### config.mk
export PLATFORM = sky130hd
export DESIGN_NAME = mem_reg_mp
export DESIGN_NICKNAME = d
export VERILOG_FILES = /design/src/rtl/mem_reg_mp.sv
export SDC_FILE = /design/constraint.sdc
export NUM_CORES = 1
export LEC_CHECK = 0
export CORE_MARGIN = 3
export CORE_UTILIZATION = 55
export CTS_CLUSTER_SIZE = 12
export DETAILED_ROUTE_END_ITERATION = 8
export GPL_TIMING_DRIVEN = 0
export HOLD_SLACK_MARGIN = 0.08
export MAX_ROUTING_LAYER = met4
export PLACE_DENSITY = 0.78
export SYNTH_ARGS = -nofsm -noshare
export SYNTH_HDL_FRONTEND = slang
export SYNTH_SLANG_ARGS = --single-unit
### constraint.sdc
create_clock -name i_clk -period 3.76 [get_ports i_clk]
set_input_delay 1.128 -clock i_clk [delete_from_list [all_inputs] [get_ports i_clk]]
set_output_delay 1.128 -clock i_clk [all_outputs]
set_load 0.02 [all_outputs]
### src/rtl/mem_reg_mp.sv
// mem_reg_mp: multi-port register file with p_READ_PORTS asynchronous read
// ports, two prioritised synchronous write ports (port 1 wins on collision)
// and a clear sequencer that zeroes entries 1..p_REG_FILE_SIZE-1, one per
// cycle, after reset or on i_clear. Register 0 always reads as zero.
// Optional feature macro: REG_BYPASS_EN. When it is defined, reads forward
// same-cycle write data.
module mem_reg_mp #(
  parameter int p_WORD_LEN      = 16,
  parameter int p_REG_ADDR_LEN  = 3,
  parameter int p_REG_FILE_SIZE = 8,
  parameter int p_READ_PORTS    = 2
) (
  input  logic                                   i_clk,
  input  logic                                   i_rst_n,
  input  logic                                   i_clear,
  output logic                                   o_ready,
  input  logic [p_READ_PORTS*p_REG_ADDR_LEN-1:0] i_src,
  output logic [p_READ_PORTS*p_WORD_LEN-1:0]     o_src_data,
  input  logic [1:0]                             i_wr_en,
  input  logic [2*p_REG_ADDR_LEN-1:0]            i_tgt,
  input  logic [2*p_WORD_LEN-1:0]                i_tgt_data
);

  localparam int W = p_WORD_LEN;
  localparam int A = p_REG_ADDR_LEN;

  // The last entry the sequencer clears; the edge that clears it ends CLEAR.
  localparam logic [A-1:0] LAST_PTR  = A'(p_REG_FILE_SIZE - 1);
  localparam logic [A-1:0] FIRST_PTR = A'(1);
  // One bit wider than an address so a full 2^A file still compares correctly.
  localparam logic [A:0]   SIZE_LIM  = (A + 1)'(p_REG_FILE_SIZE);

  typedef enum logic {
    ST_CLEAR = 1'b0,
    ST_IDLE  = 1'b1
  } state_t;

  // Zero-initialised so reads are defined even before the first reset.
  state_t         state_r = ST_CLEAR;
  logic [A-1:0]   ptr_r   = FIRST_PTR;
  logic           ready_r = 1'b0;
  logic [W-1:0]   mem_r [p_REG_FILE_SIZE] = '{default: '0};

  logic           clr_we_s;
  logic           wr_open_s;
  logic [1:0]     w_ok_s;
  logic [p_READ_PORTS*W-1:0] rd_s;

  // An address names real storage: not r0 and inside the file.
  function automatic logic addr_live(input logic [A-1:0] addr);
    return (addr != {A{1'b0}}) && ({1'b0, addr} < SIZE_LIM);
  endfunction

  assign o_ready    = ready_r;
  assign o_src_data = rd_s;

  // Decide which storage writes land on this edge (clear step or user ports).
  always_comb begin
    clr_we_s  = 1'b0;
    wr_open_s = 1'b0;
    w_ok_s    = 2'b00;
    if (i_rst_n && (state_r == ST_CLEAR)) begin
      clr_we_s = 1'b1;
    end else begin
      clr_we_s = 1'b0;
    end
    // A clear request on the same edge wins over user writes.
    if (i_rst_n && (state_r == ST_IDLE) && !i_clear) begin
      wr_open_s = 1'b1;
    end else begin
      wr_open_s = 1'b0;
    end
    for (int k = 0; k < 2; k++) begin
      w_ok_s[k] = wr_open_s && i_wr_en[k] && addr_live(i_tgt[k*A +: A]);
    end
  end

  // Sequencer: reset/clear restart at entry 1, IDLE once the last entry is cleared.
  always_ff @(posedge i_clk) begin
    if (!i_rst_n) begin
      state_r <= ST_CLEAR;
      ptr_r   <= FIRST_PTR;
      ready_r <= 1'b0;
    end else begin
      case (state_r)
        ST_CLEAR: begin
          if (ptr_r == LAST_PTR) begin
            state_r <= ST_IDLE;
            ptr_r   <= FIRST_PTR;
            ready_r <= 1'b1;
          end else begin
            ptr_r   <= ptr_r + FIRST_PTR;
          end
        end
        ST_IDLE: begin
          if (i_clear) begin
            state_r <= ST_CLEAR;
            ptr_r   <= FIRST_PTR;
            ready_r <= 1'b0;
          end else begin
            ready_r <= 1'b1;
          end
        end
        default: begin
          state_r <= ST_CLEAR;
          ptr_r   <= FIRST_PTR;
          ready_r <= 1'b0;
        end
      endcase
    end
  end

  // Storage update; port 1 is assigned last so it wins a same-address collision.
  always_ff @(posedge i_clk) begin
    if (clr_we_s) begin
      mem_r[ptr_r] <= {W{1'b0}};
    end else begin
      if (w_ok_s[0]) begin
        mem_r[i_tgt[0*A +: A]] <= i_tgt_data[0*W +: W];
      end
      if (w_ok_s[1]) begin
        mem_r[i_tgt[1*A +: A]] <= i_tgt_data[1*W +: W];
      end
    end
  end

  // Combinational read ports: zero for r0, out-of-range or not ready.
  always_comb begin
    rd_s = '0;
    for (int k = 0; k < p_READ_PORTS; k++) begin
      if (ready_r && addr_live(i_src[k*A +: A])) begin
        rd_s[k*W +: W] = mem_r[i_src[k*A +: A]];
`ifdef REG_BYPASS_EN
        // Forward in-flight writes; port 1 checked last so it has priority.
        for (int j = 0; j < 2; j++) begin
          if (w_ok_s[j] && (i_tgt[j*A +: A] == i_src[k*A +: A])) begin
            rd_s[k*W +: W] = i_tgt_data[j*W +: W];
          end else begin
            rd_s[k*W +: W] = rd_s[k*W +: W];
          end
        end
`endif
      end else begin
        rd_s[k*W +: W] = {W{1'b0}};
      end
    end
  end

endmodule

After elaboration in Yosys (flattened, before gate mapping). Memory sizes are Yosys's and may differ from the RTL's. Cells that the tools add are included.

Add/sub/neg operators: 1. Multiply operators: 0. Divide/modulo/power cells: 0. Magnitude comparators: 0. Equality and inequality tests: 3. Shifts and indexed selects: 0. Muxes and demuxes: 23. Bitwise logic cells: 1. Reduce and logical (&&, ||, !) cells: 15.

Operator list (number): 16-bit two-way mux (3); 16-bit OR reduction (1); 1-bit two-way mux (14); 3-bit nonzero test (4); 1-bit logical AND (9); 3-bit two-way mux (3); 3-bit case mux with 2 select lines (1); 1-bit case mux with 2 select lines (2); 3-bit by 1-bit adder with 3-bit output, second input constant (1); 3-bit equality test, second input constant (1); 2-bit by 1-bit inequality test with 1-bit output, second input constant (1); 2-bit inequality test, second input constant (1); 1-bit zero test (1); 1-bit inverter (1).

Register bits: 5. Latch bits: 0. Memory bits (writable): 128. Bits in read-only memories: 0. Output and inout port bits: 33. Memories: 1.

Memories: mem_r (words 8, width 16, read ports 2, clocked after memory_dff 0, wr ports 2, RTL line 42) `logic [W-1:0] mem_r [p_REG_FILE_SIZE] = '{default: '0};`.

Depth between registers and ports, before layout. Gate-level depths: netlist of run 1.

Depth after elaboration: 10. Mapped depth: 8. Gate-level depth less buffers: 5.

Worst setup path after synthesis of run 1. OpenSTA, ideal clock, no wires.

Path type: input-to-output. Start: input port i_src[0]. End: output port o_src_data[10]. Data arrival time: 2.443 ns. Required time: 2.632 ns. Slack: 0.189 ns. Stages: 5. Buffers on the path: 2. Cell sequence: clkbuf_1 > buf_2 > mux4_2 > mux2i_1 > nor2_1.

Longest elaborated chain between the ends: 3.

Ends and longest elaborated chain: from (decl) (RTL line 17) `input logic [p_READ_PORTS*p_REG_ADDR_LEN-1:0] i_src,`; parallel branches: the longest is 2 deep, another holds memory read 8 x 16 bit; 16-bit two-way mux * (RTL line 131) `if (ready_r && addr_live(i_src[k*A +: A])) begin`; to (decl) (RTL line 18) `output logic [p_READ_PORTS*p_WORD_LEN-1:0] o_src_data,`.

Every way passes the cells marked *.

Worst setup path in the final report of run 1.
Start: input port i_src[0]. End: output port o_src_data[8].

The elaborated chain is that of the path after synthesis.

==> metrics.txt, run 1 <==
status=complete, but fails checks; failing checks=negative setup slack; first-pass GRT wire length=34700 µm; via/cell ratio=6.77; synthesized instance count=about 600; Area growth, synth to finish=24.6%; number of enable flip-flop cells after synthesis=128; Hold WS=0.657 ns; critical path fanouts, max=10; Die Y=124 µm; Root Driver=clkbuf_16; Slew @ Worst Pin=1.15 ns; initial antenna violation count=0; drt drc=0; Total Routing Usage GR=33.2%; Worst R2R End=mem_r[0][14]$_DFFE_PP_; Setup TNS=-0.00716 ns; GRT overflow=0; crit path launch type=input port; Syn Std Cell Area=0.00764 mm²; Syn Nets=between 600 and 700; final setup fails=1; combinational share of power=15.1%; max-cap violations=0; synth warn=0; Synth cell types=39; Seq/Total Area, Yosys=51.6%; WL/cell=around 27 µm; syn avg cell area=12.5 µm²; critical path required time=2.63 ns; Hold Crit Class=reg2reg; layout cells sized above 1=23.3%; hold_sp=ptr_r[0]$_SDFFE_PN1P_; pwr/cell area=421 mW/mm²; area occupied by multi-input gates=0.00348 mm²; reg2reg setup slack=1.00 ns; clock-pin transition on the worst setup and hold timing paths=0.05 ns; ANT cells=0; r2r startpoint=state_r$_SDFF_PN0_; most frequent cells in the layout=edfxtp_1 (128), nand2_1 (121), o21ai_0 (99); Site Rows=42; Int Power=slightly above 0.003 W; Synth area leaders=edfxtp_1 (50%), mux4_2 (19%), o21ai_0 (6.5%), nand2_1 (5.9%), mux2i_1 (4.2%); sw frac=24.5%; Die X=124 µm; most common cell after layout, fill and taps aside=edfxtp_1; DR pass1 iterations=6; Register Area=0.00394 mm²; Post-layout nets=769; fillcell total=881; final worst path period need=about 3.8 ns; fin crit share=100%; max-slew violation count=0; Crit Path Category=in2out; HPWL Detailed=15600 µm; f_max=0.265 GHz; Max-slew headroom=23.3%; Clock Power Share=40.7%; Fin. Hold Viols=0; P_leak=3.64 nW; CTS tree=done; Power Total=around 0.004 W; Clock Sinks=133; CTS Buf Count=17; Hold Buf Count CTS=0; Max VDD drop=292 µV; CP Capture Type=primary output; DRT iter0 DRCs=956; Post-DRT Antenna Nets=0; H-Tree Depth=4; Placer Congestion=~0.9; clock buffer depth=2; Top Ports=between 80 and 90; Die Area=0.0154 mm²; Starting Density=57.0%; #FFs+latches synth=133; WP data arrival=between 2 and 3 ns; Post-synth top flop=edfxtp_1; final wirelength=24100 µm; WHS Endpoint=ptr_r[0]$_SDFFE_PN1P_; number of global-route vias before repair=between 6000 and 7000; PnR worst setup slack=-0.00716 ns; worst clock skew=0.00717 ns; PortBufs=75; core area=0.0134 mm²; Synth top area share=50.3%; cell taking the most area after synthesis=edfxtp_1; via count=6138; worst hold stages=2; Seq pwr share=44.3%; ys async rst share=0%; Switching Power=0.000983 W; largest net degree at the start of global routing=17; later-pin clock latency in the skew report=0.43 ns; r2r worst-path depth=5
==> worst max path at each step <==
stage          startpoint                     end  slack, ns  cells past startpoint
2_1_floorplan    i_src[0]          o_src_data[10]       0.19                      5
3_3_place_gp      i_rst_n  mem_r[4][13]$_DFFE_PP_      -1.35                      6
3_5_place_dp     i_src[5]          o_src_data[22]      -1.07                      5
4_1_cts          i_src[0]           o_src_data[8]    0.00005                      6
5_1_grt          i_src[0]           o_src_data[8]     -0.008                      6
6_report         i_src[0]           o_src_data[8]     -0.007                      6
==> sequential cells by signal, summed over array words and instances (netlist names) <==
signal and count:
state_r 1, ptr_r 3, mem_r 128, o_ready 1
==> through the flow <==
step,setup WS [ns],instance area (µm²),util (%),instances
CTS,0.0000520,9520,71.0,905
global placement,-1.35,8620,64.3,861
detailed placement,-1.07,8730,65.2,867
floorplan,0.189,7640,-,610
global route,-0.00753,9530,71.1,907
finish,-0.00716,9530,71.1,907
==> logic make-up (layout without fill, tap and decap cells) <==
logic type / count (synthesis) / in the layout / synth area share (%)
AO/OA/AOI/OAI: 119 / 119 / 8.45
adder cells (fa/ha/maj): 2 / 2 / 0.327
buffers and inverters: 66 / 187 / 3.72
flip-flops: 133 / 133 / 51.6
multiplexers: 112 / 112 / 25.8
AND/OR/NAND/NOR: 178 / 178 / 10.1
==> per-layer routing <==
metal | GRT usage (%) | vias to the layer above | routed length, µm
li1 | - | 2527 | -
met1 | 40.2 | 2953 | 8280
met2 | 51.2 | 550 | 11700
met3 | 9.67 | 108 | 3050
met4 | 16.9 | 0 | 1110
met5 | - | - | 0
==> worst max-delay path, cell delays in order <==
cell	delay (ns)
clkbuf_8	0.17
buf_12	0.18
mux4_2	0.55
mux2i_2	0.20
nor2_1	0.07
dlygate4sd2_1	0.33
==> power groups by stage <==
stage	logic (W)	clock network [W]	registers (W)
after floorplan	0.000324	0	0.00178
after global placement	0.000526	0	0.00179
after detailed placement	0.000569	0	0.00180
after CTS	0.000592	0.00162	0.00177
after global routing	0.000629	0.00169	0.00178
final	0.000604	0.00163	0.00178
==> synth_stat cells (2+ instances only) <==
| master | n |
|---|---|
| edfxtp_1 | 128 |
| nand2_1 | 121 |
| o21ai_0 | 100 |
| mux4_2 | 64 |
| clkbuf_1 | 36 |
| nor2_1 | 33 |
| mux2i_1 | 32 |
| inv_1 | 18 |
| buf_2 | 10 |
| mux2_4 | 9 |
| mux2_2 | 7 |
| and2_1 | 6 |
| dfxtp_1 | 5 |
| o21bai_1 | 4 |
| nor2b_1 | 3 |
| nor3b_1 | 3 |
| o22ai_1 | 3 |
| a21boi_0 | 2 |
| a21o_1 | 2 |
| ha_1 | 2 |
| o22a_1 | 2 |
| o31ai_1 | 2 |
| or3_1 | 2 |
==> what timing repair did <==
item | 4_1_cts | 5_1_grt
setup endpoints to repair | 48 | 10
resized for setup | 96 | 16
setup buffers | 6 | 2
pin swaps | 2 | 0
==> area by class of cell <==
type	count	area share (%)
Buffer	48	4.00
Clock buffer	20	4.58
Clock inverter	12	1.43
Inverter	18	0.709
Multi-Input combinational cell	411	36.5
Sequential cell	133	41.4
Tap cell	176	2.31
Timing Repair Buffer	89	9.03
No activity file was read; power rests on OpenSTA's default activity.
==> inputs of run 2 (changes only) <==
--- a/config.mk
+++ b/config.mk
@@ -5,6 +5,8 @@
 export SDC_FILE = /design/constraint.sdc
 export NUM_CORES = 1
 export LEC_CHECK = 0
+export CAP_MARGIN = 40
+export CORE_ASPECT_RATIO = 0.7
 export CORE_MARGIN = 3
 export CORE_UTILIZATION = 55
 export CTS_CLUSTER_SIZE = 12
==> run 2 against run 1 <==
  * The flow now finishes without violations
  * Global-route usage up 0.35 points
  * Wire length is 4.4% higher
  * Maximum frequency up 1.2%
  * Total power rose by 3.5%
  * Die area grew 0.15%
  * Core utilization rose by 1.4 points
  * Via count down 0.78%
  * Worst setup slack better by 0.046 ns
  * Worst hold slack better by 0.013 ns
  * Final area rose by 1.6%
  * Non-clock buffer count grew 4
  * Largest power group unchanged
==> metrics.txt, run 2 (same netlist as run 1, synthesis figures left out) <==
CTS tree=done; Worst Path Buf+Inv=4; core area=0.0134 mm²; initial antenna violation count=0; clock-pin transition on the worst setup and hold timing paths=~0.060 ns; biggest regs=mem_r (128), ptr_r (3); largest net degree at the start of global routing=17; via/cell ratio=roughly 6.6; max-cap violations=0; Most flops, register=mem_r; Area growth, synth to finish=26.6%; Placer Congestion=approximately 0.9; Post-DRT Antenna Nets=0; RSZ-0062 raised after global routing=no; worst clock skew=0.00565 ns; max FFs per register=128; final worst path period need=3.72 ns; Die Y=105 µm; via count=6090; Max-slew headroom=42.8%; Max VDD drop=341 µV; number of global-route vias before repair=6069; Hold Crit Class=reg2reg; GRT overflow=0; Site Rows=35; Die Area=0.0154 mm²; crit path launch type=input port; CP Cell Sequence=clkbuf_2 -> o31ai_4 -> buf_2 -> clkbuf_4 -> nor2_1 -> dlygate4sd2_1; Post-DP Area=0.00881 mm²; CTS Buf Count=17; Hold WS=0.671 ns; CP max stage delay=0.33 ns; PortBufs=75; critical path fanouts, max=10; fillcell total=895; final wirelength=~25000 µm; critical-path cell with the highest stage delay=dlygate4sd2_1; Top Ports=82; post-layout util=72.5%; ANT cells=0; layout cells sized above 1=23.5%; Fin. Hold Viols=0; WL/cell=27.3 µm; most frequent cells in the layout=edfxtp_1 (128), nand2_1 (121), o21ai_0 (99); WP data arrival=2.59 ns; drt drc=0; final setup fails=0; P_leak=3.72 nW; status=finished, final reports clean; H-Tree Depth=4; max-slew violation count=0; Die X=147 µm; fin crit share=approximately 99%; non-filler instance count after layout=920; Hold Buf Count CTS=0; HPWL Detailed=16700 µm; Clock Sinks=133; Crit Path Category=in2out; later-pin clock latency in the skew report=0.43 ns; Final Cell Area=0.00968 mm²; DR pass1 iterations=6; CP Capture Type=primary output; f_max=between 0.2 and 0.3 GHz; DRT iter0 DRCs=738; Slew @ Worst Pin=0.858 ns; Post-layout nets=773; most common cell after layout, fill and taps aside=edfxtp_1; Starting Density=~57%; Root Driver=clkbuf_16; Setup TNS=0 ns; placed cell count=883; critical path required time=2.63 ns; CP delay by family, top=buffers and inverters; clock buffer depth=2; Total Routing Usage GR=33.5%; pwr/cell area=429 mW/mm²; first-pass GRT wire length=36300 µm
## run 2: repair_timing
action                                 CTS  global route
pin swaps                                2             1
setup endpoints to repair               56            36
gates cloned                             0             3
endpoints found under the hold margin    0             0
resized for setup                       88            17
setup buffers                            1             1
## run 2: final cells by class
type	count	area [µm²]	area share [%]
buffer	48	380	3.93
multi-input combinational	411	3490	36.0
clock buffer	18	429	4.43
tap	185	231	2.39
timing repair buffer	93	956	9.88
clock inverter	14	185	1.91
inverter	18	67.6	0.698
sequential	133	3940	40.7
## run 2: worst paths after layout
kind                         from                endpoint  slack (ns)  depth (start not counted)
max                      i_src[2]           o_src_data[5]        0.04                          6
min          o_ready$_SDFFE_PN0P_    o_ready$_SDFFE_PN0P_        0.67                          1
max reg2reg    state_r$_SDFF_PN0_  mem_r[2][13]$_DFFE_PP_        1.14                          5
min reg2reg  o_ready$_SDFFE_PN0P_    o_ready$_SDFFE_PN0P_        0.67                          1
## run 2: routing by layer
layer	vias up	routed length, µm	part of all wire [%]	global-route usage [%]
li1	2531	-	-	-
met1	2984	8790	35	43.5
met2	503	11500	46	49.8
met3	72	4000	16	11.8
met4	0	817	3.3	11.5
met5	-	0	0	-
## run 2: per-stage QoR
| step | setup WS (ns) | total power, W |
|---|---|---|
| floorplan | 0.189 | 0.00210 |
| global placement | -1.56 | 0.00233 |
| detailed placement | -1.02 | 0.00239 |
| CTS | 0.00716 | 0.00411 |
| global route | 0.00437 | 0.00424 |
| finish | 0.0384 | 0.00415 |
## run 2: where the power goes
group / internal, W / switching, W
Sequential: 0.00172 / 0.0000566
Combinational: 0.000294 / 0.000332
Clock: 0.00110 / 0.000650
Total: 0.00311 / 0.00104
==> inputs of run 3 (changes only) <==
--- a/config.mk
+++ b/config.mk
@@ -8,13 +8,12 @@
 export CAP_MARGIN = 40
 export CORE_ASPECT_RATIO = 0.7
 export CORE_MARGIN = 3
-export CORE_UTILIZATION = 55
+export CORE_UTILIZATION = 35
 export CTS_CLUSTER_SIZE = 12
 export DETAILED_ROUTE_END_ITERATION = 8
 export GPL_TIMING_DRIVEN = 0
 export HOLD_SLACK_MARGIN = 0.08
 export MAX_ROUTING_LAYER = met4
-export PLACE_DENSITY = 0.78
 export SYNTH_ARGS = -nofsm -noshare
 export SYNTH_HDL_FRONTEND = slang
 export SYNTH_SLANG_ARGS = --single-unit
==> run 3 against run 2 <==
  * Core utilization is 26 points lower
  * Critical path depth is 1 higher
  * Total power is 2.3% lower
  * Maximum frequency is 0.23% lower
  * Flip-flop and latch count stayed put
  * Sequential share of layout area is 0.28 points lower
  * Clock power is 6% lower
  * Sequential power hardly changed
  * First-iteration DRC count is 8.1% higher
  * Global-route usage is 11 points lower
  * Wire length is 2.8% higher
  * Non-clock buffer count is 2 higher
==> metrics.txt, run 3 (same netlist as run 1, synthesis figures left out) <==
Max-slew headroom=43.5%; clock buffer depth=2; Setup TNS=0 ns; clock-pin transition on the worst setup and hold timing paths=0.06 ns; critical path required time=2.63 ns; DR pass1 iterations=5; Register Area=0.00394 mm²; crit path launch type=input port; CP Cell Sequence=clkbuf_2 -> buf_4 -> buf_6 -> mux4_2 -> mux2i_1 -> nor2_1 -> dlygate4sd2_1; max-cap violations=0; Die Area=approximately 0.024 mm²; pwr/cell area=416 mW/mm²; Die X=183 µm; final worst path period need=between 3 and 4 ns; CP Capture Type=primary output; Crit Path Category=in2out; CP max stage delay=0.33 ns; critical path fanouts, max=6; WL/cell=about 26 µm; Site Rows=44; via/cell ratio=5.89; status=finished, final reports clean; layout cells sized above 1=24.7%; Max VDD drop=210 µV; max-slew violation count=0; CTS Buf Count=17; Area growth, synth to finish=27.5%; Post-DP Area=0.00895 mm²; via count=approximately 6000; worst clock skew=0.00939 ns; fin crit share=99.2%; most common cell after layout, fill and taps aside=edfxtp_1; later-pin clock latency in the skew report=roughly 0.43 ns; biggest regs=mem_r (128), ptr_r (3); Post-layout nets=775; GRT overflow=0; Total Routing Usage GR=a little under a quarter; final wirelength=roughly 26000 µm; ANT cells=0; Root Driver=clkbuf_16; fillcell total=1887; Hold Crit Class=reg2reg; P_leak=3.69 nW; Top Ports=around 80; Hold Buf Count CTS=0; Clock Sinks=around 130; DRT iter0 DRCs=798; HPWL Detailed=18100 µm; area occupied by multi-input gates=about 0.0035 mm²; CTS tree=done; most frequent cells in the layout=edfxtp_1 (128), nand2_1 (121), o21ai_0 (99); WP data arrival=between 2 and 3 ns; max FFs per register=between 100 and 150; Final Cell Area=around 0.01 mm²; f_max=0.268 GHz; Starting Density=36.3%; Slew @ Worst Pin=0.848 ns; H-Tree Depth=4; Die Y=130 µm; critical-path cell with the highest stage delay=dlygate4sd2_1; Post-DRT Antenna Nets=0; Most flops, register=mem_r; first-pass GRT wire length=between 30000 and 40000 µm; final setup fails=0; number of global-route vias before repair=5902; core area=0.0211 mm²; initial antenna violation count=0; largest net degree at the start of global routing=17; PortBufs=75; drt drc=0; RSZ-0062 raised after global routing=no; Placer Congestion=~0.85; Fin. Hold Viols=0
-- run 3: cell types whose count changed in the layout (fill, tap and decap cells not counted), sizes merged --
cell / before / now
clkinvlp: 4 / 1
buf: 31 / 35
clkdlybuf4s15: 1 / 3
dlygate4sd2: 30 / 25
clkinv: 6 / 8
inv: 18 / 22
bufinv: 4 / 2
-- run 3: final cells by class --
class,count,share of cell area [%]
Timing Repair Buffer,95,9.64
Clock buffer,17,4.36
Tap cell,276,3.54
Sequential cell,133,40.5
Multi-Input combinational cell,411,35.9
Inverter,18,0.693
Buffer,48,3.81
Clock inverter,15,1.58
-- run 3: worst paths after layout --
path	from	to	slack, ns	depth (start not counted)
setup / recovery	i_src[4]	o_src_data[21]	0.03	7
hold / removal	o_ready$_SDFFE_PN0P_	o_ready$_SDFFE_PN0P_	0.67	1
setup reg to reg	state_r$_SDFF_PN0_	mem_r[3][15]$_DFFE_PP_	1.05	6
hold reg to reg	o_ready$_SDFFE_PN0P_	o_ready$_SDFFE_PN0P_	0.67	1
-- run 3: layer usage --
layer,up-vias,routed length [µm],track usage (%)
li1,2546,-,-
met1,2951,10900,30.8
met2,415,11400,33.5
met3,58,3050,6.82
met4,0,554,6.67
met5,-,0,-
-- run 3: power breakdown --
| part | switching [W] | internal, W | total (W) |
|---|---|---|---|
| sequential | 0.0000545 | 0.00172 | 0.00177 |
| combinational | 0.000343 | 0.000294 | 0.000637 |
| clock | 0.000671 | 0.000979 | 0.00165 |
-- run 3: through the flow --
stage          power, W  hold WS [ns]  utilization (%)  worst slack [ns]  std cells
2_1_floorplan   0.00210         0.563                -             0.189        610
3_3_place_gp    0.00236         0.597             41.5             -1.80        961
3_5_place_dp    0.00241         0.594             42.4             -1.34        975
4_1_cts         0.00406         0.671             46.1          0.000355       1011
5_1_grt         0.00417         0.693             46.2           0.00236       1013
6_report        0.00406         0.671             46.2            0.0300       1013
-- run 3: timing repair --
| item | CTS | global route |
|---|---|---|
| endpoints found under the setup margin | 50 | 31 |
| setup buffers | 4 | 2 |
| pin swaps | 2 | 0 |
| gates resized for setup | 97 | 16 |
-- run 3: worst max-delay path, delay by kind of cell --
family                 cells  cell delay (ns)
and+or+nand+nor            1             0.09
buffers and inverters      4             0.92
muxes                      2             0.46
